[src/rtl/subtractor_64bit.sv]
// subtractor_64bit: registered A - B via a ripple full-adder chain with signed-overflow flag
module subtractor_64bit #(
    parameter int WIDTH = 64
) (
    input  logic             clk,
    input  logic             rst_n,
    input  logic             in_valid,
    input  logic [WIDTH-1:0] A,
    input  logic [WIDTH-1:0] B,
    output logic [WIDTH-1:0] Sum,
    output logic             carry_overflow,
    output logic             out_valid
);
    logic [WIDTH:0]   c;
    logic [WIDTH-1:0] nb;
    logic [WIDTH-1:0] diff;
    logic             ovf;
    logic [WIDTH-1:0] sum_q, sum_d;
    logic             ovf_q, ovf_d;
    logic             valid_q, valid_d;

    assign c[0] = 1'b1;
    assign nb   = ~B;

    for (genvar i = 0; i < WIDTH; i++) begin : g_fa
        assign diff[i]  = A[i] ^ nb[i] ^ c[i];
        assign c[i + 1] = (A[i] & nb[i]) | (c[i] & (A[i] ^ nb[i]));
    end

    // Signed overflow: carry into the sign bit disagrees with carry out of it
    assign ovf = c[WIDTH-1] ^ c[WIDTH];

    always_comb begin
        sum_d   = in_valid ? diff : sum_q;
        ovf_d   = in_valid ? ovf : ovf_q;
        valid_d = in_valid;
    end

    always_ff @(posedge clk) begin
        if (!rst_n) begin
            sum_q   <= '0;
            ovf_q   <= 1'b0;
            valid_q <= 1'b0;
        end else begin
            sum_q   <= sum_d;
            ovf_q   <= ovf_d;
            valid_q <= valid_d;
        end
    end

    assign Sum            = sum_q;
    assign carry_overflow = ovf_q;
    assign out_valid      = valid_q;
endmodule

[config.mk]
export PLATFORM = sky130hd
export DESIGN_NAME = subtractor_64bit
export DESIGN_NICKNAME = d
export VERILOG_FILES = /design/src/rtl/subtractor_64bit.sv
export SDC_FILE = /design/constraint.sdc
export NUM_CORES = 1
export LEC_CHECK = 0
export ABC_AREA = 1
export CELL_PAD_IN_SITES_DETAIL_PLACEMENT = 0
export CELL_PAD_IN_SITES_GLOBAL_PLACEMENT = 1
export CORE_MARGIN = 5
export CORE_UTILIZATION = 29
export CTS_BUF_LIST = sky130_fd_sc_hd__clkbuf_4
export DETAILED_ROUTE_END_ITERATION = 7
export PLACE_DENSITY = 0.82
export SETUP_SLACK_MARGIN = 0.3
export SLEW_MARGIN = 20
export SYNTH_ARGS = -nofsm -noshare
export SYNTH_HDL_FRONTEND = slang
export SYNTH_SLANG_ARGS = --single-unit
export TNS_END_PERCENT = 10
[constraint.sdc]
create_clock -name clk -period 38.5 [get_ports clk]
set_clock_uncertainty 0.2 [all_clocks]
set_input_delay 7.7 -clock clk [delete_from_list [all_inputs] [get_ports clk]]
set_output_delay 7.7 -clock clk [all_outputs]
set_load 0.005 [all_outputs]
# Yosys cells after proc, flatten, opt, wreduce, memory -nomap -nowiden
# Cells that the tools add are included.
dict set report word_totals {
  output_inout_bits 66
  inputBits 131
  elab_cells 324
  ff_bits 66
}
dict set report op_classes {
  n_bitwise 321
}
# cell n
set op_table {}
lappend op_table {{1-bit XOR} 128}
lappend op_table {{1-bit AND} 127}
lappend op_table {{64-bit NOT} 1}
lappend op_table {{1-bit OR} 64}
lappend op_table {{1-bit NOT} 1}

# Logic depth before layout (Yosys ltp)
# Gate-level depths: netlist of run 1.
dict set report logic_depth {
  word_depth 130
  depth_mapped 72
  mapped_depth_nobuf 72
}

# Least setup slack after synthesis of run 1
# Ideal clock, no wire load.
dict set report synth_path {
  path_kind {input -> register}
  from {input port A[0]}
  to {register ovf_q (netlist: carry_overflow)}
  arrival_ns 31.912
  setup_time_ns 0.109
  n_path_buf 0
  required_ns 38.191
  path_stages 71
  slack_ns 6.279
  path_cell_list {inv_1 > ha_1 > fa_1 > fa_1 > fa_1 > fa_1 > fa_1 > fa_1 > fa_1 > fa_1 > fa_1 > fa_1 > fa_1 > fa_1 > fa_1 > fa_1 > fa_1 > inv_1 > [... 35 more ...] > fa_1 > fa_1 > fa_1 > fa_1 > fa_1 > fa_1 > fa_1 > fa_1 > fa_1 > fa_1 > fa_1 > fa_1 > fa_1 > fa_1 > nand2_1 > nand3_1 > nand2_1 > inv_1}
}
dict set report synth_between {
  elab_chain_len 129
  word_cells_on_any_way 130
  cone_classes {bitwise (130)}
}
# item line
set synth_rtl {}
lappend synth_rtl {{from (decl)} 8} ;# input logic [WIDTH-1:0] A,
lappend synth_rtl {{1-bit AND or 1-bit XOR (tied branches)} 27} ;# assign c[i + 1] = (A[i] & nb[i]) | (c[i] & (A[i] ^ nb[i]));
lappend synth_rtl {{1-bit OR *} 27}
lappend synth_rtl {{1-bit AND *} 27}
lappend synth_rtl {{1-bit OR *} 27}
lappend synth_rtl {{1-bit AND *} 27}
lappend synth_rtl {{1-bit OR *} 27}
lappend synth_rtl {{1-bit AND *} 27}
lappend synth_rtl {{1-bit OR *} 27}
lappend synth_rtl {{[... 113 more ...]} --}
lappend synth_rtl {{1-bit OR *} 27}
lappend synth_rtl {{1-bit AND *} 27}
lappend synth_rtl {{1-bit OR *} 27}
lappend synth_rtl {{1-bit AND *} 27}
lappend synth_rtl {{1-bit OR *} 27}
lappend synth_rtl {{1-bit AND} 27}
lappend synth_rtl {{1-bit OR} 27}
lappend synth_rtl {{1-bit XOR *} 31} ;# assign ovf = c[WIDTH-1] ^ c[WIDTH];
lappend synth_rtl {{to (signal assigned)} 46} ;# ovf_q <= ovf_d;
lappend synth_rtl {{to (decl)} 19} ;# logic ovf_q, ovf_d;
# Mark *: on every way between the ends. The rest lies on a longest branch, timed or not.
# A chain may end at the register's enable or synchronous reset.

# Worst setup path in the final report of run 1
# Ends and elaborated chain as after synthesis.

==> summary.md, run 1 <==
| Metric | Value |
|---|---|
| Status | `completed` |
| Die X | `122 um` |
| Synth cell types | `14` |
| RD Place Congestion | `0.810` |
| Setup TNS | `0 ps` |
| Total of max-cap violations | `0` |
| Row cnt | `41` |
| Layout Utilization | `a little under half` |
| Final Hold Fails | `0` |
| #FFs+latches synth | `66` |
| Leakage | `2.41 nW` |
| Iter 0 DRT Violations | `96` |
| DRC Markers | `0` |
| Post-synthesis average cell area | `10.3 sq um` |
| CP max-delay cell | `clkdlybuf4s50_1` |
| Port buffer count | `196` |
| Tmin final | `33330 ps` |
| Num CTS Buffers | `9` |
| Total wire length | `just under 10 mm` |
| Total clock sinks | `66` |
| CP dominant cell by count | `fa_1` |
| WP data required | `38600 ps` |
| Peak VDD IR | `between 0.01 and 0.015 mV` |
| Main synth FF type | `dfxtp_1` |
| RSZ-0062 raised after global routing | `false` |
| Chip height | `around 120 um` |
| Die ar. | `between 10000 and 15000 sq um` |
| Max-slew violations | `0` |
| GRT Overall Usage | `13.4%` |
| Setup CP Type | `input pin to flip-flop` |
| Clk slew on worst S/H paths | `100 ps` |
| Post-CTS setup buffers | `0` |
| Relative slew margins | `30.2%` |
| Final setup vio count | `0` |
| DR vias | `3084` |
| Num ports | `197` |
| Hold path depth | `2` |
| Mapped Area | `between 3000 and 4000 sq um` |
| Cts repair resizes | `0` |
| Post-Layout Cell Count | `720` |
| Fin crit share | `86.6%` |
| Clock H-tree levels | `3` |
| Worst R2R Path Depth | `2` |
| CTS root buf | `clkbuf_4` |
| Worst setup EP type | `flip-flop` |
| # nets final | `roughly 740` |
| Core ar. | `about 12000 sq um` |
| Clock buffer depth | `2` |
| Hold Buf Count CTS | `0` |
| Most common cell in the synthesized netlist | `inv_1` |
| Slew @ Worst Pin | `1050 ps` |
| CTS tree | `done` |
| FF/Latch Area | `approximately 1300 sq um` |
| Vias in the first global route | `3357` |
| Drt pass-1 iters | `4` |
| Synth warn | `0` |
| CP peak stage delay | `450 ps` |
| Cells after Synth | `356` |
| Largest net degree at the start of global routing | `132` |
| Max FO, Critical Path | `3` |
| Initial antenna violation count | `0` |
| Total power | `roughly 0.00017 W` |
| Max Fclk | `0.0300 GHz` |
| Area of the multi-input gates | `1940 sq um` |
| Worst-skew pair later-pin latency | `390 ps` |
| Critical path arrival | `33430 ps` |
| Hold WC Path Type | `flip-flop to flip-flop` |
| Largest cells by area after synthesis | `dfxtp_1 (36%), fa_1 (35%), a21oi_1 (8.8%)` |
| Layout cells sized above 1 | `2.38%` |
| Async set or reset register ratio after synthesis | `0%` |
| Layout area overhead | `58.9%` |
| Seq/Total Area, Yosys | `roughly 36%` |
| Remaining Overflow, GRT | `0` |
| Synth area leader | `dfxtp_1` |
| Mean routed wirelength per cell | `13.7 um` |
| Post-synth top area share | `36.2%` |
| Initial Util | `29.3%` |
| DP Cell Count | `703` |
| Syn nets | `551` |
| Pwr per Cell Area | `29.4 nW/um^2` |
| Synth cell count leaders | `inv_1 (71), dfxtp_1 (66), a21oi_1 (64)` |
| Vias per cell | `4.28` |
| WHS | `316 ps` |
| DP HPWL | `7.72 mm` |
| First-pass GRT wire length | `15.9 mm` |
| Routed Antenna Nets | `0` |
| Filler cell count | `1192` |
| CP Launch Type | `input pin` |
| Number of synthesized flops with an enable pin | `0` |
-- stage by stage --
step,worst slack [ps],instance area [sq um]
5_1_grt,4320,5800
6_report,5170,5800
2_1_floorplan,6280,3650
3_5_place_dp,4780,5700
3_3_place_gp,5010,5700
4_1_cts,5190,5800
-- layout by cell type (no fill, tap or decap) --
cell | synthesis | final
clkdlybuf4s50_1 | 0 | 194
inv_1 | 71 | 71
dfxtp_1 | 66 | 66
a21oi_1 | 64 | 64
fa_1 | 63 | 63
o21ai_0 | 40 | 40
o21ai_1 | 24 | 24
clkbuf_4 | 0 | 10
clkinv_1 | 0 | 5
nand2_1 | 4 | 4
diode_2 | 0 | 1
nand3_1 | 1 | 1
o21a_1 | 1 | 1
ha_1 | 1 | 1
clkinv_2 | 0 | 1
buf_6 | 3 | 1
buf_2 | 12 | 1
-- area by class of cell --
| type | instances | share of cell area (%) |
|---|---|---|
| diodes | 1 | 0.0431 |
| clock buffers | 10 | 1.29 |
| clock inverters | 6 | 0.410 |
| inverters | 71 | 4.59 |
| multi-input cells | 198 | 33.5 |
| flip-flops and latches | 66 | 22.8 |
| well taps | 172 | 3.71 |
| repair buffers | 196 | 33.7 |
-- sequential cells by signal, summed over array words and instances, names as in the netlist --
signal	count
out_valid	1
carry_overflow	1
Sum	64
-- kinds of logic after synthesis --
family,count (synthesis),share of synthesized area [%]
compound gates,129,17.7
fa+ha+maj,64,34.9
buf+inv,92,10.7
flops,66,36.2
simple gates,5,0.548
-- layer usage --
layer	vias to the layer above	share of wire [%]	track usage, %
met5	-	0	0
met4	0	1.7	4.97
met3	10	10	5.30
met2	114	50	22.9
met1	1456	38	15.0
li1	1504	-	-
-- worst max-delay path: cells and delay by family --
kind / cells / cell delay, ps
simple gates: 3 / 230
buf+inv: 5 / 660
fa+ha+maj: 64 / 24810
-- worst paths after layout --
check / start / end / slack (ps)
max: A[0] / carry_overflow / 5170
min: Sum[41] / Sum[41] / 320
max reg2reg: Sum[6] / Sum[6] / 37610
min reg2reg: Sum[41] / Sum[41] / 320
-- power by group --
part / internal, W / switching, W / total [W]
clock: 0.0000129 / 0.0000237 / 0.0000365
combinational: 0.0000337 / 0.0000218 / 0.0000555
sequential: 0.0000751 / 0.00000334 / 0.0000784
(Power assumes the default switching activity.)
==> run 2: changes to the inputs <==
- CTS_CLUSTER_SIZE: unset -> 40
- TNS_END_PERCENT: 10 -> 50
- clock period: 38.5 -> 37.9 ns (I/O delays scaled with it)
==> summary.md, run 2 (synthesis results as in run 1) <==
| Metric | Value |
|---|---|
| Max reg flops | `64 (unchanged)` |
| Worst setup EP type | `flip-flop` |
| DRC Markers | `0 (unchanged)` |
| Num CTS Buffers | `9 (unchanged)` |
| CP max-delay cell | `clkdlybuf4s50_1` |
| CP Launch Type | `input pin` |
| Clock buffer depth | `2 (unchanged)` |
| RD Place Congestion | `0.772 (-4.6%)` |
| Core ar. | `12500 sq um (unchanged)` |
| Row cnt | `41 (unchanged)` |
| Hold Buf Count CTS | `0 (unchanged)` |
| Drt pass-1 iters | `4 (unchanged)` |
| Peak VDD IR | `0.0167 mV (+40%)` |
| Hold WC Path Type | `flip-flop to flip-flop` |
| Status | `completed` |
| Largest net degree at the start of global routing | `132 (unchanged)` |
| Chip height | `122 um (unchanged)` |
| Most common cell after layout, fill and taps aside | `clkdlybuf4s50_1` |
| Post-CTS setup buffers | `0 (unchanged)` |
| Initial antenna violation count | `1 (+1)` |
| Die ar. | `14900 sq um (unchanged)` |
| Worst-skew pair later-pin latency | `400 ps (about the same)` |
| Vias per cell | `4.21 (-1.7%)` |
| Tmin final | `33260 ps` |
| Worst R2R Path Depth | `2 (unchanged)` |
| Critical path arrival | `33370 ps (-60 ps)` |
| Flop2flop setup slack | `37010 ps (-600 ps)` |
| CTS root buf | `clkbuf_4` |
| Total wire length | `9.83 mm (about the same)` |
| Die X | `122 um (unchanged)` |
| Layout cells sized above 1 | `2.93% (+0.55 points)` |
| Switching power | `0.0000511 W (+4.8%)` |
| FF/Latch Area | `1320 sq um (unchanged)` |
| DP Cell Count | `703 (unchanged)` |
| Hold path endpoint | `Sum[47]` |
| Clock H-tree levels | `3 (unchanged)` |
| CP peak stage delay | `460 ps (about the same)` |
| Relative slew margins | `46.5% (+16 points)` |
| Max-slew violations | `0 (unchanged)` |
| Leakage | `2.42 nW (+0.44%)` |
| Num ports | `197 (unchanged)` |
| Total power | `0.000182 W (+6.8%)` |
| # nets final | `737 (unchanged)` |
| Slew @ Worst Pin | `802 ps (-245 ps)` |
| Placed Area | `5700 sq um (unchanged)` |
| Comb pwr share | `31.0% (-1.6 points)` |
| Iter 0 DRT Violations | `102 (+6.3%)` |
| RR Startpoint | `Sum[21]` |
| Initial Util | `29.3% (unchanged)` |
| Post-route cell area | `5840 sq um (+0.63%)` |
| Max FO, Critical Path | `3 (unchanged)` |
| Fin crit share | `87.8%` |
| Total of max-cap violations | `0 (unchanged)` |
| Post-Layout Cell Count | `720 (unchanged)` |
| Final setup vio count | `0 (unchanged)` |
| CTS tree | `done` |
| Area of the multi-input gates | `1940 sq um (unchanged)` |
| Port buffer count | `196 (unchanged)` |
| GRT Overall Usage | `13.5% (+0.12 points)` |
| Layout area overhead | `59.9%` |
| Hold wc startpoint | `Sum[47]` |
| Filler cell count | `1174 (-1.5%)` |
| Net Sw Frac | `28.1% (-0.55 points)` |
| DR vias | `3031 (-1.7%)` |
| Routed Antenna Nets | `0 (unchanged)` |
| Max Fclk | `0.0301 GHz` |
| WP data required | `38010 ps (-590 ps)` |
| Setup CP Type | `input pin to flip-flop` |
| CP dominant cell by count | `fa_1` |
| Clk slew on worst S/H paths | `110 ps (about the same)` |
| Worst r2r dst | `Sum[21]` |
| First-pass GRT wire length | `16.1 mm (+1.2%)` |
| Int Power | `0.000131 W (+7.6%)` |
| Remaining Overflow, GRT | `0 (unchanged)` |
| Final Hold Fails | `0 (unchanged)` |
| Mean routed wirelength per cell | `13.6 um (about the same)` |
| DP HPWL | `7.69 mm (-0.40%)` |
| Hold path depth | `2 (unchanged)` |
| Total clock sinks | `66 (unchanged)` |
| Setup TNS | `0 ps (unchanged)` |
| Vias in the first global route | `3312 (-1.3%)` |
| Sequential share of power | `43.7% (-2.3 points)` |
| RSZ-0062 raised after global routing | `false` |
| Pwr per Cell Area | `31.2 nW/um^2 (+6.1%)` |
| Clock power frac | `25.2% (+3.8 points)` |
| Commonest non-fill, non-tap cells in the layout | `clkdlybuf4s50_1 (194), inv_1 (71), dfxtp_1 (66), a21oi_1 (64), fa_1 (63)` |
| Cts repair resizes | `0 (unchanged)` |
[run 2: power groups by stage]
stage	combinational, W	clock [W]	sequential, W
2_1_floorplan	0.0000220	0	0.0000816
3_3_place_gp	0.0000568	0	0.0000809
3_5_place_dp	0.0000573	0	0.0000813
4_1_cts	0.0000579	0.0000486	0.0000797
5_1_grt	0.0000642	0.0000517	0.0000806
6_report	0.0000565	0.0000460	0.0000796
[run 2: worst max path at each step]
stage,from,to,slack [ps],cells after the start
floorplan,A[0],carry_overflow,5800,71
global placement,A[0],carry_overflow,4490,72
detailed placement,A[0],carry_overflow,4180,72
CTS,A[0],carry_overflow,4600,72
global route,A[0],carry_overflow,3770,73
finish,A[0],carry_overflow,4640,72
[run 2: metrics by stage]
step	setup WS, ps	utilization, %	hold slack, ps
6_report	4640	46.9	317
5_1_grt	3770	46.9	336
4_1_cts	4600	46.8	319
3_5_place_dp	4180	45.7	299
3_3_place_gp	4490	45.7	294
2_1_floorplan	5800	-	295
[run 2: cell type report]
cell class,count,share of cell area [%]
timing repair buffer,196,33.6
clock inverter,6,0.985
clock buffer,10,1.29
antenna,1,0.0428
multi-input combinational,198,33.2
sequential,66,22.6
tap,172,3.68
inverter,71,4.56
[run 2: critical path: cells and delay by family]
| kind | cells | cell delay [ps] |
|---|---|---|
| simple gates | 3 | 230 |
| buf+inv | 5 | 650 |
| fa+ha+maj | 64 | 24860 |
[run 2: metal layers]
layer	wire (um)	vias up	track usage, %
met4	204	0	5.18
met2	4850	114	22.9
met3	963	14	5.02
met5	0	-	0
met1	3810	1413	15.4
li1	-	1490	-
